--- config.mk ---
export PLATFORM = sky130hd
export DESIGN_NAME = mm_vga_regbank
export DESIGN_NICKNAME = d
export VERILOG_FILES = /design/src/rtl/mm_vga_regbank.sv
export SDC_FILE = /design/constraint.sdc
export NUM_CORES = 1
export LEC_CHECK = 0
export BUFFER_PORTS_ARGS = -buffer_cell sky130_fd_sc_hd__buf_4
export CORE_ASPECT_RATIO = 1.25
export CORE_MARGIN = 2
export CORE_UTILIZATION = 35
export CTS_CLUSTER_SIZE = 25
export DETAILED_ROUTE_END_ITERATION = 10
export SKIP_LAST_GASP = 1
export SLEW_MARGIN = 25
export SYNTH_ARGS = -nofsm -noshare
export SYNTH_HDL_FRONTEND = slang
export SYNTH_SLANG_ARGS = --single-unit
--- constraint.sdc ---
create_clock -name clock -period 1.9 [get_ports clock]
set_clock_uncertainty 0.1 [all_clocks]
set_input_delay 0.19 -clock clock [delete_from_list [all_inputs] [get_ports clock]]
set_output_delay 0.19 -clock clock [all_outputs]
set_load 0.03 [all_outputs]
--- src/rtl/mm_vga_regbank.sv ---
// mm_vga_regbank: MMIO colour shadow/active register bank with vblank-synchronised commit.
// Define MM_VGA_FRAME_IRQ_EN to build the frame counter and frame_irq.
module mm_vga_regbank #(
  parameter int N = 32,
  parameter logic [N-1:0] BASE_ADDR = 32'h80000000,
  parameter int NUM_CH = 3,
  parameter int CH_W = 4
) (
  input  logic                   clock,
  input  logic                   reset,
  input  logic                   we,
  input  logic [N-1:0]           addr,
  input  logic [N-1:0]           data,
  output logic [N-1:0]           q,
  input  logic                   vblank,
  output logic [NUM_CH*CH_W-1:0] color_out,
  output logic                   frame_irq
);
  logic [N-1:0] off, q_q, q_d, frame_v;
  logic [N-1:0] shadow_q [NUM_CH];
  logic [N-1:0] shadow_d [NUM_CH];
  logic [CH_W-1:0] active_q [NUM_CH];
  logic [CH_W-1:0] active_d [NUM_CH];
  logic mode_q, mode_d, pending_q, pending_d, vblank_q, vblank_d, irq_en_v;
  logic tick, ctrl_wr, commit_req, commit_all;
  always_comb begin
    off = addr - BASE_ADDR;
    tick = vblank & ~vblank_q;
    ctrl_wr = we && off == N'(NUM_CH);
    commit_req = ctrl_wr & data[1];
    // pending implies sync mode, so a CTRL write clearing MODE flushes it
    commit_all = (tick & pending_q) | (ctrl_wr & pending_q & ~data[0]) | (commit_req & (~data[0] | tick));
    mode_d = reset ? 1'b0 : ctrl_wr ? data[0] : mode_q;
    pending_d = reset ? 1'b0 : commit_all ? 1'b0 : commit_req ? 1'b1 : pending_q;
    vblank_d = reset ? 1'b1 : vblank;
    q_d = '0;
    for (int k = 0; k < NUM_CH; k++) begin
      shadow_d[k] = reset ? '0 : (we && off == N'(k)) ? data : shadow_q[k];
      active_d[k] = reset ? '0 : commit_all ? shadow_q[k][CH_W-1:0] :
                    (we && off == N'(k) && !mode_q) ? data[CH_W-1:0] : active_q[k];
      if (off == N'(k)) q_d = shadow_q[k];
    end
    if (off == N'(NUM_CH)) q_d = {{(N-3){1'b0}}, irq_en_v, 1'b0, mode_q};
    if (off == N'(NUM_CH + 1)) q_d = frame_v;
    if (off == N'(NUM_CH + 2)) q_d = {{(N-1){1'b0}}, pending_q};
    q_d = reset ? '0 : q_d;
    color_out = '0;
    for (int k = 0; k < NUM_CH; k++) color_out[k*CH_W +: CH_W] = active_q[k];
  end
  always_ff @(posedge clock) begin
    shadow_q <= shadow_d;
    active_q <= active_d;
    mode_q <= mode_d;
    pending_q <= pending_d;
    vblank_q <= vblank_d;
    q_q <= q_d;
  end
  assign q = q_q;
`ifdef MM_VGA_FRAME_IRQ_EN
  logic [N-1:0] frame_q, frame_d;
  logic irq_en_q, irq_en_d, irq_q, irq_d;
  always_comb begin
    frame_d = reset ? '0 : frame_q + N'(tick);
    irq_en_d = reset ? 1'b0 : ctrl_wr ? data[2] : irq_en_q;
    irq_d = reset ? 1'b0 : tick & irq_en_q;
  end
  always_ff @(posedge clock) begin
    frame_q <= frame_d;
    irq_en_q <= irq_en_d;
    irq_q <= irq_d;
  end
  assign frame_v = frame_q;
  assign irq_en_v = irq_en_q;
  assign frame_irq = irq_q;
`else
  assign frame_v = '0;
  assign irq_en_v = 1'b0;
  assign frame_irq = 1'b0;
`endif
endmodule

==> results of run 1 <==
state kept, by name, indices dropped and copies added (netlist names):
register,flops
shadow_q,96
q,32
vblank_q,1
mode_q,1
pending_q,1
color_out,12
worst paths after layout:
check / endpoint / cells after the start / slack (ps) / from
worst min-delay path: q[0] / 3 / 30 / addr[2]
worst max-delay path: color_out[11] / 8 / 40 / vblank
worst min register to register: shadow_q[82] / 2 / 350 / shadow_q[82]
worst max register to register: color_out[11] / 6 / 110 / pending_q
layout make-up:
class                      instances  area [µm²]
sequential                       143        2860
tap                              216         270
fill                            1599        8170
multi-input combinational        476        2770
timing repair buffer             188        1620
clock inverter                    11         118
clock buffer                      19         443
inverter                           1        3.75
kinds of logic after synthesis:
family | share of synthesized area (%)
other | 0.0645
buffers and inverters | 4.67
DFF | 49.2
AOI/OAI and AO/OA | 16.5
muxes | 8.11
and+or+nand+nor | 21.4
per-stage QoR:
stage / utilization (%) / std cells / power, mW / setup TNS, ps
global placement: 44.0 / 991 / 3.37 / -32730
finish: 49.8 / 1054 / 6.53 / 0
CTS: 49.4 / 1053 / 6.61 / 0
floorplan: - / 674 / 3.17 / -368
global route: 49.8 / 1054 / 6.77 / -21.0
detailed placement: 44.0 / 991 / 3.37 / -32910
critical path, cell delays in order:
cell and delay [ps]:
dlygate4sd3_1 530, buf_4 100, nor2b_2 140, a21oi_1 80
or4b_4 580, buf_6 180, a21oi_2 170, a311oi_2 70
placed cells by master (no fill, tap or decap), types with 2 or more instances in the layout:
| master | count |
|---|---|
| a21oi_1 | 100 |
| nand2b_1 | 2 |
| mux2_2 | 31 |
| mux2i_1 | 10 |
| dfxtp_1 | 143 |
| nand2_1 | 204 |
| a211oi_2 | 8 |
| or4_1 | 3 |
| nor3_1 | 3 |
| and2_4 | 2 |
| a21oi_2 | 9 |
| nand4_1 | 3 |
| bufinv_16 | 2 |
| clkbuf_16 | 17 |
| dlygate4sd3_1 | 32 |
| clkinvlp_4 | 2 |
| a22oi_1 | 31 |
| buf_4 | 144 |
| nor4b_4 | 2 |
| nor4_4 | 5 |
| clkinv_2 | 5 |
| a311oi_2 | 3 |
| buf_12 | 10 |
| nor2_1 | 37 |
| a21o_1 | 2 |
| nor4_2 | 5 |
| buf_6 | 2 |
routing by layer:
layer,vias up,share of wire [%],track usage (%)
li1,2600,-,-
met1,2433,42,21.3
met2,109,52,32.9
met3,25,3.8,3.99
met4,0,1.5,5.71
met5,-,0,0
power groups by stage:
stage / clock, mW / sequential [mW] / combinational [mW]
6_report: 3.18 / 3.00 / 0.353
5_1_grt: 3.39 / 3.00 / 0.380
4_1_cts: 3.25 / 3.00 / 0.355
3_5_place_dp: 0 / 3.07 / 0.302
3_3_place_gp: 0 / 3.07 / 0.301
2_1_floorplan: 0 / 3.07 / 0.103
repair_timing:
item | CTS | global route
hold buffers | 32 | 0
endpoints found under the hold margin | 96 | 0
setup endpoints to repair | 0 | 13
gates resized for setup | 0 | 14
==> metrics, run 1 <==
Initial Utilization around 36%; Hold Path Class in -> reg; Max-cap violations 0; sw power ~1.4 mW; chip height ~150 µm; Final setup viols 0; P_int 5.13 mW; placed inst area 7160 µm²; syn avg cell area roughly 8.6 µm²; post-route cell area between 8000 and 9000 µm²; share of cells above drive strength 1 a little under a third; Port Buf Inserts between 100 and 150; sequential power share 46.0%; diode count 0; Cells after Synth between 600 and 700; # clock sinks roughly 140; WS Path Type in -> reg; Row Count 52; sequential share of the synthesized area between 40% and 50%; initial drt markers ~280; largest net degree at the start of global routing slightly below 80; Clk pwr share 48.6%; max-slew violation count 0; Post-Syn Area just under 6000 µm²; Worst setup EP type flop; H-tree depth 4; Period minus WS final 1860 ps; CTS tree yes; syn nets approximately 740; post-detail-place hpwl between 10 and 15 mm; Final Hold Fails 0; most numerous cell in the Yosys netlist nand2_1; Die ar. around 18000 µm²; Skew-Pair Late Insertion Delay 420 ps; total CTS buffers 17; largest cells by area after synthesis dfxtp_1, nand2_1, a21oi_1; EDFF count, synth 0; Layout area overhead 39.2%; Fmax achieved ~0.54 GHz; post-CTS setup buffer count 0; Critical Path AT ~2000 ps; status completed; Comb pwr share 5.4%; count of cell types in the netlist 39; CTS root buf clkbuf_16; drt drc 0; synth cell count leaders nand2_1, dfxtp_1, a21oi_1; Slew HR between 50% and 60%; wire length per cell about 15 µm; crit path max fanout 9; worst slew pin tran ~610 ps; initial antenna violation count 0; Critical Path Start Type input port; GRT Util Overall between 10% and 20%; IR drop worst, VDD 0.000538 V; clk slew on worst S/H paths 60 ps; Via Count between 5000 and 6000; first-pass GRT wire length ~26 mm; ys async rst share 0%; final period utilization between 90% and 100%; grt ovf 0; wirelength, routed 15.6 mm; core footprint ~16000 µm²; YS warnings 0; post-synth top area cell dfxtp_1; drt first pass iters 5; antenna violation net count after detailed routing 0; worst slack, placed -271 ps; GPL Wtd Cong 0.773; Vias/cell about 5; share of the synthesized area in the top cell type roughly half; Synth Register Bits 143; Pleak around 3.0 nW; Sw Ratio 21.5%; Final WS setup 43.2 ps; Cell Pwr Density between 800 and 900 nW/µm²; nets slightly below 900; IO Pins between 100 and 150; Die Wd ~120 µm; worst-case clock buffer depth 2; Most used DFF post-synth dfxtp_1; worst hold slack 27.1 ps; vias in the first global route between 5000 and 6000; worst endpoint required time between 2000 and 2500 ps
(Power assumes the default switching activity.)
==> run 2: changes to the inputs <==
--- a/config.mk
+++ b/config.mk
@@ -5,6 +5,7 @@
 export SDC_FILE = /design/constraint.sdc
 export NUM_CORES = 1
 export LEC_CHECK = 0
+export ABC_AREA = 1
 export BUFFER_PORTS_ARGS = -buffer_cell sky130_fd_sc_hd__buf_4
 export CORE_ASPECT_RATIO = 1.25
 export CORE_MARGIN = 2
==> constraint.sdc (replaced) <==
create_clock -name clock -period 1.94 [get_ports clock]
set_clock_uncertainty 0.1 [all_clocks]
set_input_delay 0.194 -clock clock [delete_from_list [all_inputs] [get_ports clock]]
set_output_delay 0.194 -clock clock [all_outputs]
set_load 0.03 [all_outputs]
==> run 2 against run 1 <==
  * Synthesized cell count up 11%
  * Count of clock-buffer cells in the layout is the same
  * Non-clock buffer count fell by 8
  * Design area is 1.1% lower
  * Critical path type unchanged
  * Critical endpoint is now color_out[1]
  * Highest routed layer unchanged
==> metrics, run 2 <==
Port Buf Inserts 111 (unchanged); WS Path Type in -> reg; antenna violation net count after detailed routing 0 (unchanged); nets 955 (+6.7%); grt ovf 0 (unchanged); Synth Register Bits 143 (unchanged); most common cell after layout, fill and taps aside dfxtp_1; H-tree depth 4 (unchanged); Biggest register shadow_q; share of cells above drive strength 1 23.8% (-6.9 points); post-cts gate resize count 0 (unchanged); sequential share of the synthesized area 48.9% (-0.28 points); CTS root buf clkbuf_16; largest net degree at the start of global routing 54 (-32%); Initial Utilization 36.0% (+0.21 points); Hold Path Class in -> reg; count of cell types in the netlist 28 (-28%); drt first pass iters 5 (unchanged); syn avg cell area 7.84 µm² (-9.1%); IO Pins 113 (unchanged); Critical Path Start Type input port; Fmax achieved approximately 0.60 GHz; setup TNS 0 ps (unchanged); Most used DFF post-synth dfxtp_1; Final Hold Fails 0 (unchanged); IR drop worst, VDD 0.000538 V (about the same); GPL Wtd Cong 0.778 (+0.54%); final period utilization 85.3%; Worst path max stage delay 520 ps (-60 ps); EDFF count, synth 0 (unchanged); YS warnings 0 (unchanged); Worst setup EP type flop; crit-path leading delay family buffers and inverters; first-pass GRT wire length 25.5 mm (-0.48%); core footprint 16300 µm² (unchanged); Skew-Pair Late Insertion Delay 410 ps (about the same); CP bufs+invs 5 (+2); total CTS buffers 17 (unchanged); Final setup viols 0 (unchanged); RSZ-0062 raised after global routing false; ys async rst share 0% (unchanged); clk slew on worst S/H paths 60 ps (about the same); drt drc 0 (unchanged); # clock sinks 143 (unchanged); most frequent cells in the layout dfxtp_1, buf_4, o21ai_0, a21oi_1, nand2_1; initial antenna violation count 0 (unchanged); diode count 0 (unchanged); most numerous cell in the Yosys netlist dfxtp_1; Pleak 3.75 nW (+24%); Row Count 52 (unchanged); wire length per cell 13.7 µm (-7.3%); GRT Util Overall 17.6% (-0.62 points); post-synth top area cell dfxtp_1; Die Wd 120 µm (+0.28%); Worst path slowest cell dlygate4sd3_1; crit path max fanout 6 (-3); post-CTS setup buffer count 0 (unchanged); Cells after Synth 746 (+11%); Vias/cell 4.95 (+1.1%); status completed; Die ar. 17800 µm² (+0.56%); max-slew violation count 0 (unchanged); Cell Pwr Density 789 nW/µm² (-2.2%); post-detail-place hpwl 10.0 mm (about the same); initial drt markers 310 (+12%); Layout area overhead 36.8%; Max-cap violations 0 (unchanged); CTS tree yes; synth cell count leaders dfxtp_1, o21ai_0, a21oi_1; total power 6.31 mW (-3.3%); chip height 149 µm (+0.28%); wirelength, routed 15.3 mm (-1.9%); max reg flops 96 (unchanged); Via Count 5529 (+7.0%); worst-case clock buffer depth 2 (unchanged); worst-path cell chain dlygate4sd3_1 -> buf_4 -> inv_1 -> or2_2 -> nand2_1 -> nand4_4 -> buf_4 -> nand4_1 -> nand3_1 -> nand2_1 -> inv_1; share of the synthesized area in the top cell type 48.9% (-0.28 points); Post-Syn Area 5850 µm² (+0.58%); vias in the first global route 5187 (+2.9%); largest cells by area after synthesis dfxtp_1, o21ai_0, a21oi_1; worst endpoint required time 2150 ps (+60 ps); worst hold slack 26.1 ps (-0.991 ps); Critical Path AT 1870 ps (-180 ps); syn nets 814 (+9.7%); Period minus WS final roughly 1700 ps
[run 2: cell count changes after synthesis, sizes merged, moves of 12 or more]
cell and change:
nor3 +26, a31oi +31, a22oi -31, inv +62, nand4 +21, a21oi -12, nand2 -123, nor2 +23
o21ai +98, mux2 -31, nand3 +54
[run 2: what timing repair did]
action / in CTS / in global routing
setup endpoints to repair: 0 / 0
hold endpoints to repair: 91 / 0
hold buffers: 33 / 0
[run 2: worst paths after layout]
| kind | to | from | slack (ps) | depth (start not counted) |
|---|---|---|---|---|
| setup reg to reg | color_out[1] | vblank_q | 410 | 8 |
| hold / removal | pending_q | we | 30 | 3 |
| setup / recovery | color_out[1] | vblank | 290 | 11 |
| hold reg to reg | q[15] | shadow_q[15] | 400 | 2 |
[run 2: power by group]
| group | switching [mW] | internal (mW) | total (mW) | leakage [nW] |
|---|---|---|---|---|
| Sequential | 0.000164 | 2.94 | 2.94 | 1.15 |
| Combinational | 0.141 | 0.163 | 0.304 | 2.32 |
| Clock | 1.27 | 1.80 | 3.07 | 0.274 |
[run 2: routing by layer]
metal	share of wire [%]	vias to the layer above	global-route usage (%)
li1	-	2831	-
met1	47	2549	23.2
met2	47	139	28.5
met3	5.4	10	4.75
met4	0.94	0	4.41
met5	0	-	0
[run 2: layout make-up]
type,count,area [µm²]
fill,1620,8260
tap,216,270
clock inverter,13,114
timing repair buffer,180,1620
sequential,143,2860
inverter,63,236
clock buffer,19,443
multi-input combinational,482,2460
[run 2: metrics by stage]
stage	instance area, µm²	instances	util [%]	worst slack [ps]
2_1_floorplan	5850	746	-	380
3_3_place_gp	7120	1051	43.8	28.8
3_5_place_dp	7120	1051	43.8	17.1
4_1_cts	8000	1116	49.2	297
5_1_grt	8000	1116	49.2	172
6_report	8000	1116	49.2	286
[run 2: worst min-delay path, delay by kind of cell]
kind / cells / cell delay, ps
and+or+nand+nor: 1 / 80
buffers and inverters: 1 / 150
AOI/OAI and AO/OA: 1 / 60
[run 2: kinds of logic (layout without fill, tap and decap cells)]
family | count (synthesis) | after routing | synth area share [%]
AO/OA/AOI/OAI | 228 | 228 | 20.3
buffers and inverters | 121 | 275 | 9.22
flip-flops | 143 | 143 | 48.9
other | 1 | 1 | 0.0641
AND/OR/NAND/NOR | 253 | 253 | 21.5
==> run 3: changes to the inputs <==
--- a/config.mk
+++ b/config.mk
@@ -5,13 +5,13 @@
 export SDC_FILE = /design/constraint.sdc
 export NUM_CORES = 1
 export LEC_CHECK = 0
-export ABC_AREA = 1
 export BUFFER_PORTS_ARGS = -buffer_cell sky130_fd_sc_hd__buf_4
 export CORE_ASPECT_RATIO = 1.25
 export CORE_MARGIN = 2
 export CORE_UTILIZATION = 35
 export CTS_CLUSTER_SIZE = 25
 export DETAILED_ROUTE_END_ITERATION = 10
+export HOLD_SLACK_MARGIN = 0.12
 export SKIP_LAST_GASP = 1
 export SLEW_MARGIN = 25
 export SYNTH_ARGS = -nofsm -noshare
==> run 3 against run 2 <==
  * Core utilization up 0.55 points
  * Non-clock buffer count up 9
  * Clock power up 7.2%
  * Design area up 1.1%
  * Combinational power up 13%
  * Worst setup slack worse by 240 ps
  * Total power up 4.1%
  * Hold slack better by 110 ps
  * Via count down 7.4%
  * Largest cell class unchanged
==> metrics, run 3 (synthesis results as in run 1) <==
Port Buf Inserts 111 (unchanged); Critical Path AT 2080 ps (+210 ps); Finished Layout Cells 1055 (-5.5%); crit path max fanout 9 (+3); CTS root buf clkbuf_16; Layout area overhead 39.1%; most frequent cells in the layout nand2_1, buf_4, dfxtp_1, a21oi_1, nor2_1; Hold Path Class in -> reg; setup TNS 0 ps (unchanged); Initial Utilization 35.8% (-0.21 points); IR drop worst, VDD 0.000507 V (-5.7%); Die Wd 119 µm (-0.28%); total CTS buffers 17 (unchanged); Die ar. 17700 µm² (-0.56%); worst endpoint required time 2130 ps (-20 ps); Reg2Reg Launch Point pending_q; IO Pins 113 (unchanged); Final WS setup 47.6 ps (-238 ps); nets 896 (-6.2%); Final setup viols 0 (unchanged); first-pass GRT wire length 25.6 mm (+0.68%); Final Hold Fails 0 (unchanged); Via Count 5122 (-7.4%); WS Path Type in -> reg; Vias/cell 4.85 (-2.0%); most common cell after layout, fill and taps aside nand2_1; Critical Path Start Type input port; # fillers 1568 (-3.2%); antenna violation net count after detailed routing 0 (unchanged); hold depth 4 (+1); Row Count 52 (unchanged); drt drc 0 (unchanged); core footprint 16300 µm² (unchanged); worst hold endpoint q[0]; GRT Util Overall 18.4% (+0.85 points); share of cells above drive strength 1 29.6% (+5.8 points); grt ovf 0 (unchanged); RSZ-0062 raised after global routing false; worst-case clock buffer depth 2 (unchanged); vias in the first global route 4954 (-4.5%); flop2flop setup slack 120 ps (-290 ps); reg2reg path depth 6 (-2); H-tree depth 4 (unchanged); worst r2r dst color_out[5]; placed instance count 991 (-5.7%); Pleak 3.05 nW (-19%); Biggest register shadow_q; largest net degree at the start of global routing 58 (+7.4%); GPL Wtd Cong 0.770 (-0.93%); drt first pass iters 4 (-1); # clock sinks 143 (unchanged); total power 6.57 mW (+4.1%); initial antenna violation count 0 (unchanged); max-slew violation count 0 (unchanged); Period minus WS final 1890 ps (+238 ps); Max-cap violations 0 (unchanged); wirelength, routed 15.8 mm (+3.4%); Fmax achieved 0.528 GHz (-13%); status completed; initial drt markers 289 (-6.8%); CTS tree yes; Worst setup EP type flop; Skew-Pair Late Insertion Delay 420 ps (about the same); diode count 0 (unchanged); post-detail-place hpwl 10.3 mm (+3.0%); max reg flops 96 (unchanged); wire length per cell 15.0 µm (+9.4%); Final Util 49.8% (+0.55 points); Hold Startpoint addr[1]; worst slack, placed -219 ps (-236 ps); clk slew on worst S/H paths 60 ps (about the same); final period utilization 97.5% (+12 points); chip height 148 µm (-0.28%); Cell Pwr Density 812 nW/µm² (+2.9%)
run 3: cell count changes in the layout (fill, tap and decap cells not counted), sizes merged, moves of 54 or more:
cell	before	now
nand3	55	1
inv	66	2
nand2	81	204
o21ai	98	0
run 3: area by class of cell:
class	count	area, µm²	share of cell area (%)
sequential	143	2860	35.4
multi-input combinational	476	2750	34.0
timing repair buffer	189	1610	19.9
clock buffer	20	457	5.64
tap	216	270	3.34
clock inverter	10	138	1.70
inverter	1	3.75	0.0464
run 3: how the worst max path moves through the flow:
stage	from	endpoint	slack, ps	cells past startpoint
6_report	vblank	color_out[5]	50	8
5_1_grt	vblank	color_out[8]	7	7
4_1_cts	addr[2]	color_out[9]	50	7
3_5_place_dp	addr[14]	shadow_q[22]	-220	8
3_3_place_gp	addr[14]	q[1]	-230	9
2_1_floorplan	addr[14]	color_out[10]	7	6
run 3: worst max-delay path, cell delays in order:
cell,delay (ps)
dlygate4sd3_1,530
buf_4,110
nor2b_4,140
a21oi_1,80
or4b_4,580
buf_12,170
a21oi_1,210
a211oi_2,70
run 3: per-layer routing:
| layer | global-route usage [%] | share of wire [%] | wire, µm | vias to the layer above |
|---|---|---|---|---|
| met1 | 22.8 | 43 | 6860 | 2397 |
| met2 | 32.0 | 52 | 8150 | 108 |
| li1 | - | - | - | 2604 |
| met5 | 0 | 0 | 0 | - |
| met4 | 5.53 | 0.99 | 156 | 0 |
| met3 | 4.10 | 4.0 | 624 | 13 |
run 3: timing repair:
action / 4_1_cts / 5_1_grt
gates resized for setup: 0 / 10
hold buffers: 35 / 0
endpoints found under the setup margin: 0 / 39
setup buffers: 0 / 0
endpoints found under the hold margin: 112 / 0
run 3: metrics by stage:
step                cell area (µm²)  hold WS, ps
CTS                            8060          132
global route                   8090          155
finish                         8090          135
detailed placement             7120          297
floorplan                      5840          186
global placement               7120          292
run 3: power breakdown:
part | internal (mW) | switching (mW)
clock | 2.07 | 1.21
sequential | 2.94 | 0.000795
combinational | 0.181 | 0.163
